$ cat config.mk
export PLATFORM = sky130hd
export DESIGN_NAME = instr_decode_mips_flat
export DESIGN_NICKNAME = d
export VERILOG_FILES = /design/src/rtl/instr_decode_mips_if.sv /design/src/rtl/instr_decode_mips.sv /design/src/flat_wrapper.sv
export SDC_FILE = /design/constraint.sdc
export NUM_CORES = 1
export LEC_CHECK = 0
export ABC_AREA = 1
export BUFFER_PORTS_ARGS = -buffer_cell sky130_fd_sc_hd__clkbuf_2
export CELL_PAD_IN_SITES_DETAIL_PLACEMENT = 1
export CELL_PAD_IN_SITES_GLOBAL_PLACEMENT = 1
export CORE_ASPECT_RATIO = 0.7
export CORE_MARGIN = 2
export CORE_UTILIZATION = 35
export DETAILED_ROUTE_END_ITERATION = 12
export GPL_TIMING_DRIVEN = 0
export PLACE_DENSITY = 0.91
export SETUP_SLACK_MARGIN = 0.1
export SLEW_MARGIN = 20
export SYNTH_ARGS = -nofsm -noshare
export SYNTH_HDL_FRONTEND = slang
export SYNTH_SLANG_ARGS = --single-unit
export TNS_END_PERCENT = 10
$ cat constraint.sdc
create_clock -name clk -period 7.3 [get_ports clk]
set_input_delay 1.095 -clock clk [delete_from_list [all_inputs] [get_ports clk]]
set_output_delay 1.095 -clock clk [all_outputs]
set_load 0.005 [all_outputs]
$ cat src/rtl/instr_decode_mips_if.sv
// Fetch/decode/execute/RF-port bundle for the MIPS decode stage.
// master = the decode stage; slave = its neighbours (fetch, RF, writeback, execute).
// Widths follow DATA_W and RF_ADDR_W; writeback index is always 5 bits.
interface instr_decode_mips_if #(
  parameter int DATA_W    = 32,
  parameter int RF_ADDR_W = 6
);
  // fetch side
  logic                 if_valid;
  logic [DATA_W-1:0]    if_instr;
  logic [DATA_W-1:0]    if_pc;
  logic                 if_ready;
  logic                 flush;
  // register file read ports
  logic                 r_1_en;
  logic [RF_ADDR_W-1:0] addr_r_1;
  logic [DATA_W-1:0]    r_data_1;
  logic                 r_2_en;
  logic [RF_ADDR_W-1:0] addr_r_2;
  logic [DATA_W-1:0]    r_data_2;
  // writeback snoop
  logic                 wb_en;
  logic [4:0]           wb_addr;
  logic [DATA_W-1:0]    wb_data;
  // ID/EX bundle
  logic                 ex_ready;
  logic                 id_valid;
  logic [DATA_W-1:0]    id_pc;
  logic [DATA_W-1:0]    id_rs_data;
  logic [DATA_W-1:0]    id_rt_data;
  logic [DATA_W-1:0]    id_imm;
  logic [5:0]           id_opcode;
  logic [5:0]           id_funct;
  logic [4:0]           id_dst;
  logic                 id_reg_write;

  modport master (
    input  if_valid, if_instr, if_pc, flush, r_data_1, r_data_2,
           wb_en, wb_addr, wb_data, ex_ready,
    output if_ready, r_1_en, addr_r_1, r_2_en, addr_r_2,
           id_valid, id_pc, id_rs_data, id_rt_data, id_imm,
           id_opcode, id_funct, id_dst, id_reg_write
  );

  modport slave (
    output if_valid, if_instr, if_pc, flush, r_data_1, r_data_2,
           wb_en, wb_addr, wb_data, ex_ready,
    input  if_ready, r_1_en, addr_r_1, r_2_en, addr_r_2,
           id_valid, id_pc, id_rs_data, id_rt_data, id_imm,
           id_opcode, id_funct, id_dst, id_reg_write
  );
endinterface

$ cat src/rtl/instr_decode_mips.sv
// MIPS decode stage: reads rs/rt from the RF, bypasses writeback, presents a decoded ID/EX bundle.
// Latency: accept -> id_valid in 2 cycles; at most one instruction every 2 cycles.
// Backpressure: ex_ready low holds the bundle (operands still track writeback) and blocks fetch.
module instr_decode_mips #(
  parameter int DATA_W    = 32,
  parameter int RF_ADDR_W = 6
) (
  input logic                clk,
  input logic                rst,
  instr_decode_mips_if.master bus
);

  localparam int PAD_W = RF_ADDR_W - 5;

  typedef enum logic [1:0] {IDLE = 2'd0, READ = 2'd1, VALID = 2'd2} state_t;

  state_t            state_q, state_d;
  logic              if_ready, accept, capture, hold_upd;
  logic [DATA_W-1:0] instr_q, pc_q;

  logic [5:0]        op;
  logic [4:0]        dst_dec;
  logic              rw_dec;
  logic [DATA_W-1:0] imm_dec;

  logic [DATA_W-1:0] rs_q, rt_q, pco_q, imm_q;
  logic [5:0]        opc_q, fn_q;
  logic [4:0]        dst_q;
  logic              rw_q;

  // $0 reads as zero; a same-cycle writeback to the register wins over the stale value.
  function automatic logic [DATA_W-1:0] operand(input logic [4:0] idx, input logic [DATA_W-1:0] base,
                                                input logic w_en, input logic [4:0] w_idx,
                                                input logic [DATA_W-1:0] w_dat);
    if (idx == 5'd0)              return '0;
    else if (w_en && w_idx == idx) return w_dat;
    else                           return base;
  endfunction

  // State register.
  always_ff @(posedge clk or posedge rst) begin
    if (rst) state_q <= IDLE;
    else     state_q <= state_d;
  end

  // Next state and handshake decisions; flush overrides everything else.
  always_comb begin
    state_d  = state_q;
    if_ready = 1'b0;
    capture  = 1'b0;
    hold_upd = 1'b0;
    case (state_q)
      IDLE:  if_ready = 1'b1;
      READ:  begin
        capture = 1'b1;
        state_d = VALID;
      end
      VALID: begin
        if_ready = bus.ex_ready;
        if (bus.ex_ready) state_d = IDLE;
        else              hold_upd = 1'b1;
      end
      default: state_d = IDLE;
    endcase
    accept = bus.if_valid && if_ready && !bus.flush;
    if (accept) state_d = READ;
    if (bus.flush) begin
      state_d  = IDLE;
      capture  = 1'b0;
      hold_upd = 1'b0;
    end
  end

  // Latch the accepted instruction; its rs/rt fields also keep the RF addresses stable afterwards.
  always_ff @(posedge clk or posedge rst) begin
    if (rst) begin
      instr_q <= '0;
      pc_q    <= '0;
    end else if (accept) begin
      instr_q <= bus.if_instr;
      pc_q    <= bus.if_pc;
    end
  end

  // Decode destination, write enable and extended immediate from the held instruction.
  always_comb begin
    op      = instr_q[31:26];
    dst_dec = 5'd0;
    rw_dec  = 1'b0;
    case (op)
      6'h00: begin
        dst_dec = instr_q[15:11];
        rw_dec  = (instr_q[5:0] != 6'h08);  // jr writes nothing
      end
      6'h08, 6'h09, 6'h0A, 6'h0C, 6'h0D, 6'h0F, 6'h23: begin
        dst_dec = instr_q[20:16];
        rw_dec  = 1'b1;
      end
      6'h03: begin
        dst_dec = 5'd31;
        rw_dec  = 1'b1;
      end
      default: ;
    endcase
    if (op == 6'h0C || op == 6'h0D) imm_dec = {{(DATA_W-16){1'b0}}, instr_q[15:0]};
    else                            imm_dec = {{(DATA_W-16){instr_q[15]}}, instr_q[15:0]};
  end

  // ID/EX bundle: loaded when leaving READ, operands refreshed from writeback while stalled.
  always_ff @(posedge clk or posedge rst) begin
    if (rst) begin
      rs_q  <= '0;
      rt_q  <= '0;
      pco_q <= '0;
      imm_q <= '0;
      opc_q <= '0;
      fn_q  <= '0;
      dst_q <= '0;
      rw_q  <= 1'b0;
    end else if (capture) begin
      rs_q  <= operand(instr_q[25:21], bus.r_data_1, bus.wb_en, bus.wb_addr, bus.wb_data);
      rt_q  <= operand(instr_q[20:16], bus.r_data_2, bus.wb_en, bus.wb_addr, bus.wb_data);
      pco_q <= pc_q;
      imm_q <= imm_dec;
      opc_q <= instr_q[31:26];
      fn_q  <= instr_q[5:0];
      dst_q <= dst_dec;
      rw_q  <= rw_dec;
    end else if (hold_upd) begin
      rs_q  <= operand(instr_q[25:21], rs_q, bus.wb_en, bus.wb_addr, bus.wb_data);
      rt_q  <= operand(instr_q[20:16], rt_q, bus.wb_en, bus.wb_addr, bus.wb_data);
    end
  end

  assign bus.if_ready     = if_ready;
  assign bus.r_1_en       = accept;
  assign bus.r_2_en       = accept;
  assign bus.addr_r_1     = {{PAD_W{1'b0}}, (accept ? bus.if_instr[25:21] : instr_q[25:21])};
  assign bus.addr_r_2     = {{PAD_W{1'b0}}, (accept ? bus.if_instr[20:16] : instr_q[20:16])};
  assign bus.id_valid     = (state_q == VALID);
  assign bus.id_pc        = pco_q;
  assign bus.id_rs_data   = rs_q;
  assign bus.id_rt_data   = rt_q;
  assign bus.id_imm       = imm_q;
  assign bus.id_opcode    = opc_q;
  assign bus.id_funct     = fn_q;
  assign bus.id_dst       = dst_q;
  assign bus.id_reg_write = rw_q;

endmodule

$ cat src/flat_wrapper.sv
// flat-port wrapper written by rule: the top's interface ports become plain ports
module instr_decode_mips_flat 
#(
  parameter int DATA_W    = 32,
  parameter int RF_ADDR_W = 6
)
  (clk, rst, bus_if_valid, bus_if_instr, bus_if_pc, bus_flush, bus_r_data_1, bus_r_data_2, bus_wb_en, bus_wb_addr, bus_wb_data, bus_ex_ready, bus_if_ready, bus_r_1_en, bus_addr_r_1, bus_r_2_en, bus_addr_r_2, bus_id_valid, bus_id_pc, bus_id_rs_data, bus_id_rt_data, bus_id_imm, bus_id_opcode, bus_id_funct, bus_id_dst, bus_id_reg_write);
  instr_decode_mips_if #(.DATA_W(DATA_W), .RF_ADDR_W(RF_ADDR_W)) bus_i ();
  input logic clk;
  input logic rst;
  input wire logic [$bits(bus_i.if_valid)-1:0] bus_if_valid;
  input wire logic [$bits(bus_i.if_instr)-1:0] bus_if_instr;
  input wire logic [$bits(bus_i.if_pc)-1:0] bus_if_pc;
  input wire logic [$bits(bus_i.flush)-1:0] bus_flush;
  input wire logic [$bits(bus_i.r_data_1)-1:0] bus_r_data_1;
  input wire logic [$bits(bus_i.r_data_2)-1:0] bus_r_data_2;
  input wire logic [$bits(bus_i.wb_en)-1:0] bus_wb_en;
  input wire logic [$bits(bus_i.wb_addr)-1:0] bus_wb_addr;
  input wire logic [$bits(bus_i.wb_data)-1:0] bus_wb_data;
  input wire logic [$bits(bus_i.ex_ready)-1:0] bus_ex_ready;
  output wire logic [$bits(bus_i.if_ready)-1:0] bus_if_ready;
  output wire logic [$bits(bus_i.r_1_en)-1:0] bus_r_1_en;
  output wire logic [$bits(bus_i.addr_r_1)-1:0] bus_addr_r_1;
  output wire logic [$bits(bus_i.r_2_en)-1:0] bus_r_2_en;
  output wire logic [$bits(bus_i.addr_r_2)-1:0] bus_addr_r_2;
  output wire logic [$bits(bus_i.id_valid)-1:0] bus_id_valid;
  output wire logic [$bits(bus_i.id_pc)-1:0] bus_id_pc;
  output wire logic [$bits(bus_i.id_rs_data)-1:0] bus_id_rs_data;
  output wire logic [$bits(bus_i.id_rt_data)-1:0] bus_id_rt_data;
  output wire logic [$bits(bus_i.id_imm)-1:0] bus_id_imm;
  output wire logic [$bits(bus_i.id_opcode)-1:0] bus_id_opcode;
  output wire logic [$bits(bus_i.id_funct)-1:0] bus_id_funct;
  output wire logic [$bits(bus_i.id_dst)-1:0] bus_id_dst;
  output wire logic [$bits(bus_i.id_reg_write)-1:0] bus_id_reg_write;
  assign bus_i.if_valid = bus_if_valid;
  assign bus_i.if_instr = bus_if_instr;
  assign bus_i.if_pc = bus_if_pc;
  assign bus_i.flush = bus_flush;
  assign bus_i.r_data_1 = bus_r_data_1;
  assign bus_i.r_data_2 = bus_r_data_2;
  assign bus_i.wb_en = bus_wb_en;
  assign bus_i.wb_addr = bus_wb_addr;
  assign bus_i.wb_data = bus_wb_data;
  assign bus_i.ex_ready = bus_ex_ready;
  assign bus_if_ready = bus_i.if_ready;
  assign bus_r_1_en = bus_i.r_1_en;
  assign bus_addr_r_1 = bus_i.addr_r_1;
  assign bus_r_2_en = bus_i.r_2_en;
  assign bus_addr_r_2 = bus_i.addr_r_2;
  assign bus_id_valid = bus_i.id_valid;
  assign bus_id_pc = bus_i.id_pc;
  assign bus_id_rs_data = bus_i.id_rs_data;
  assign bus_id_rt_data = bus_i.id_rt_data;
  assign bus_id_imm = bus_i.id_imm;
  assign bus_id_opcode = bus_i.id_opcode;
  assign bus_id_funct = bus_i.id_funct;
  assign bus_id_dst = bus_i.id_dst;
  assign bus_id_reg_write = bus_i.id_reg_write;
  instr_decode_mips #(.DATA_W(DATA_W), .RF_ADDR_W(RF_ADDR_W)) u_core (.clk(clk), .rst(rst), .bus(bus_i));
endmodule
==> impl_metrics.yaml <==
setup_path:
  crit_fanout: 10
  cp.required_ns: 6.20
  start_kind: "primary input"
  cp.arrival_ns: 2.86
  criticalPathCategory: "primary input to output pin"
  end_kind: "output pin"
clock_tree:
  postCtsSetupBuffers: 0
  cts-root-buf: "clkbuf_16"
  cts_hold_buf: 0
  cts_buffers: 17
  cts_resized: 0
  h-tree-depth: 4
  cts_sinks: 191
  cts_tree: "yes"
  clk_latency_ns: 0.44
  clk_pin_slew_ns: 0.07
  cts_buffer_depth: 2
sta:
  holdWs_ns: 0.471
  tightest_slew_ns: 0.708
  clock.fmax_mhz: 253
  fin_crit_ns: 3.96
  slew_violations: 0
  finalCritPeriodShare_pct: 54.2
  hold_viol: 0
  setup_viol: 0
  rsz0062_at_grt: "false"
  fin_ws_ns: 3.34
  skew_ns: 0.0146
  max_slew_margin_pct: 52.6
synth:
  synthesis.area_um2: 9450
  syn_avg_cell_area_um2: 7.47
  synth_warnings: 0
  synth_cell_type_count: 23
  synth_seq_area_share_pct: 50.6
  ys_ff_latch: 191
  syn_inst: 1264
global_route:
  antenna_found_initial: 0
  grt_use_total_pct: 26.0
  grt_pass1_wl_um: 57900
  grt_pass1_vias: 10400
  grt_max_degree: 87
  grt_overflow_total: 0
route:
  routed_via_density: 5.12
  wirelength_um: 37100
  ant_nets: 0
  wl_met3_um: 2270
  wl_met1_um: 17200
  wl_per_cell_um: 18.6
  drc: 0
  highest_layer: "met4"
  first_pass_iters: 5
  vias: 10200
  drt_iter0_drc: 527
  wl_met2_um: 16700
placed_design:
  dp_hpwl_um: 28500
  pre_cts_ws_ns: 3.38
  port_buffers: 330
  dpl.cell_count: 1961
  gp_congestion: 0.893
floorplanning:
  coreArea_um2: 26700
  die_area_um2: 28300
  top_level_ports: 333
  die_x_um: 200
  start_util_pct: 35.4
  die_h_um: 141
  fp-row-count: 50
power_and_ir_drop:
  ir_worst_vdd_mv: 0.144
  power_leakage_nw: 6.75
  powerDensity_nw_per_um2: 303
finish:
  n_fill_cell: 3473
  nets: 1787
  layout.cells.non_filler: 1993
  drive_gt1_share_pct: 27.5
  area_growth_pct: 29.4
  diodes: 0
hold_path:
  hold_class: "flop to flop"
status:
  status: "finished, final reports clean"
job:
  maxCapViolCount: 0
critical path, cell delays in order:
cell and delay, ns:
clkbuf_2 0.08, inv_1 0.04, a21oi_2 0.19, nand3_1 0.30
inv_2 0.29, clkbuf_1 0.43, o21ai_0 0.26, clkbuf_2 0.17
stage by stage:
| stage | utilization, % | cell area, um^2 | power [mW] | TNS (ns) |
|---|---|---|---|---|
| global placement | 43.4 | 11600 | 2.63 | -255.21 |
| CTS | 45.9 | 12200 | 3.72 | 0 |
| finish | 45.9 | 12200 | 3.70 | 0 |
| global route | 45.9 | 12200 | 3.91 | 0 |
| detailed placement | 43.6 | 11600 | 2.70 | 0 |
| floorplan | - | 9450 | 2.08 | 0 |
power by group:
group          switching [mW]  total (mW)  internal (mW)
Combinational           0.616        1.09          0.470
Clock                   0.463        1.01          0.547
Sequential              0.219        1.61           1.39
Total                    1.30        3.70           2.41
worst paths after layout:
check | startpoint | endpoint | slack [ns] | depth (start not counted)
max in group asynchronous | rst | u_core.instr_q[10] | 5.94 | 3
min | u_core.pc_q[4] | u_core.bus.id_pc[4] | 0.47 | 2
min in group asynchronous | rst | u_core.bus.id_pc[26] | 0.61 | 2
min reg2reg | u_core.pc_q[4] | u_core.bus.id_pc[4] | 0.47 | 2
max | bus_ex_ready | bus_addr_r_1[3] | 3.34 | 8
max reg2reg | u_core.state_q[1] | u_core.bus.id_rs_data[9] | 5.15 | 8
sequential cells by signal (all words and copies together) (netlist names):
| signal | count |
|---|---|
| u_core.bus.id_pc | 32 |
| u_core.bus.id_rs_data | 32 |
| u_core.bus.id_rt_data | 32 |
| u_core.instr_q | 32 |
| u_core.pc_q | 32 |
| u_core.bus.id_imm | 12 |
| u_core.bus.id_opcode | 6 |
| u_core.bus.id_dst | 5 |
| u_core.bus.id_funct | 5 |
| u_core.state_q | 2 |
| u_core.bus.id_reg_write | 1 |
synthesized netlist by cell type:
library cell,instances,area (um^2)
nand3_1,139,696
a21oi_2,1,8.76
a21oi_1,2,10.0
inv_2,4,15.0
nor2_1,91,342
inv_1,67,251
nand3b_1,1,7.51
nand4_1,5,31.3
nand3_2,2,20.0
nand2_2,2,12.5
clkbuf_1,27,101
nand2_1,494,1850
buf_4,29,218
dfrtp_1,191,4780
nor3_1,3,15.0
conb_1,1,3.75
o21ai_1,2,10.0
a211oi_2,1,12.5
o21ai_0,156,781
buf_6,6,67.6
buf_2,37,185
buf_1,1,3.75
nor3_2,2,20.0
area by class of cell:
| class | count | area (um^2) | area share (%) |
|---|---|---|---|
| clock buffer | 18 | 429 | 3.51 |
| tap | 364 | 455 | 3.73 |
| timing repair buffer | 332 | 1710 | 14.0 |
| sequential | 191 | 4780 | 39.1 |
| clock inverter | 14 | 178 | 1.45 |
| inverter | 71 | 274 | 2.24 |
| buffer | 100 | 576 | 4.71 |
| multi-input combinational | 903 | 3830 | 31.3 |
kinds of logic (layout without fill, tap and decap cells):
logic type / Yosys count / after routing / share of synthesized area, %
other: 1 / 2 / 0.0397
AO/OA/AOI/OAI: 162 / 162 / 8.70
AND/OR/NAND/NOR: 739 / 739 / 31.7
flip-flops: 191 / 191 / 50.6
buffers and inverters: 171 / 535 / 8.92
cells in the final DEF, fill, tap and decap left out, types with 17 or more instances in the layout:
cell         n
nand2_1    494
buf_2       37
dfrtp_1    191
clkbuf_16   17
nor2_1      91
o21ai_0    156
clkbuf_2   330
inv_1       66
buf_4       29
clkbuf_1    28
nand3_1    139
layer usage:
layer / vias to the layer above / track usage, %
met5: - / 0
met3: 64 / 4.66
met1: 5089 / 36.9
met2: 379 / 40.6
li1: 4678 / -
met4: 0 / 8.23
Note: power is estimated with default switching activity, not from simulation.
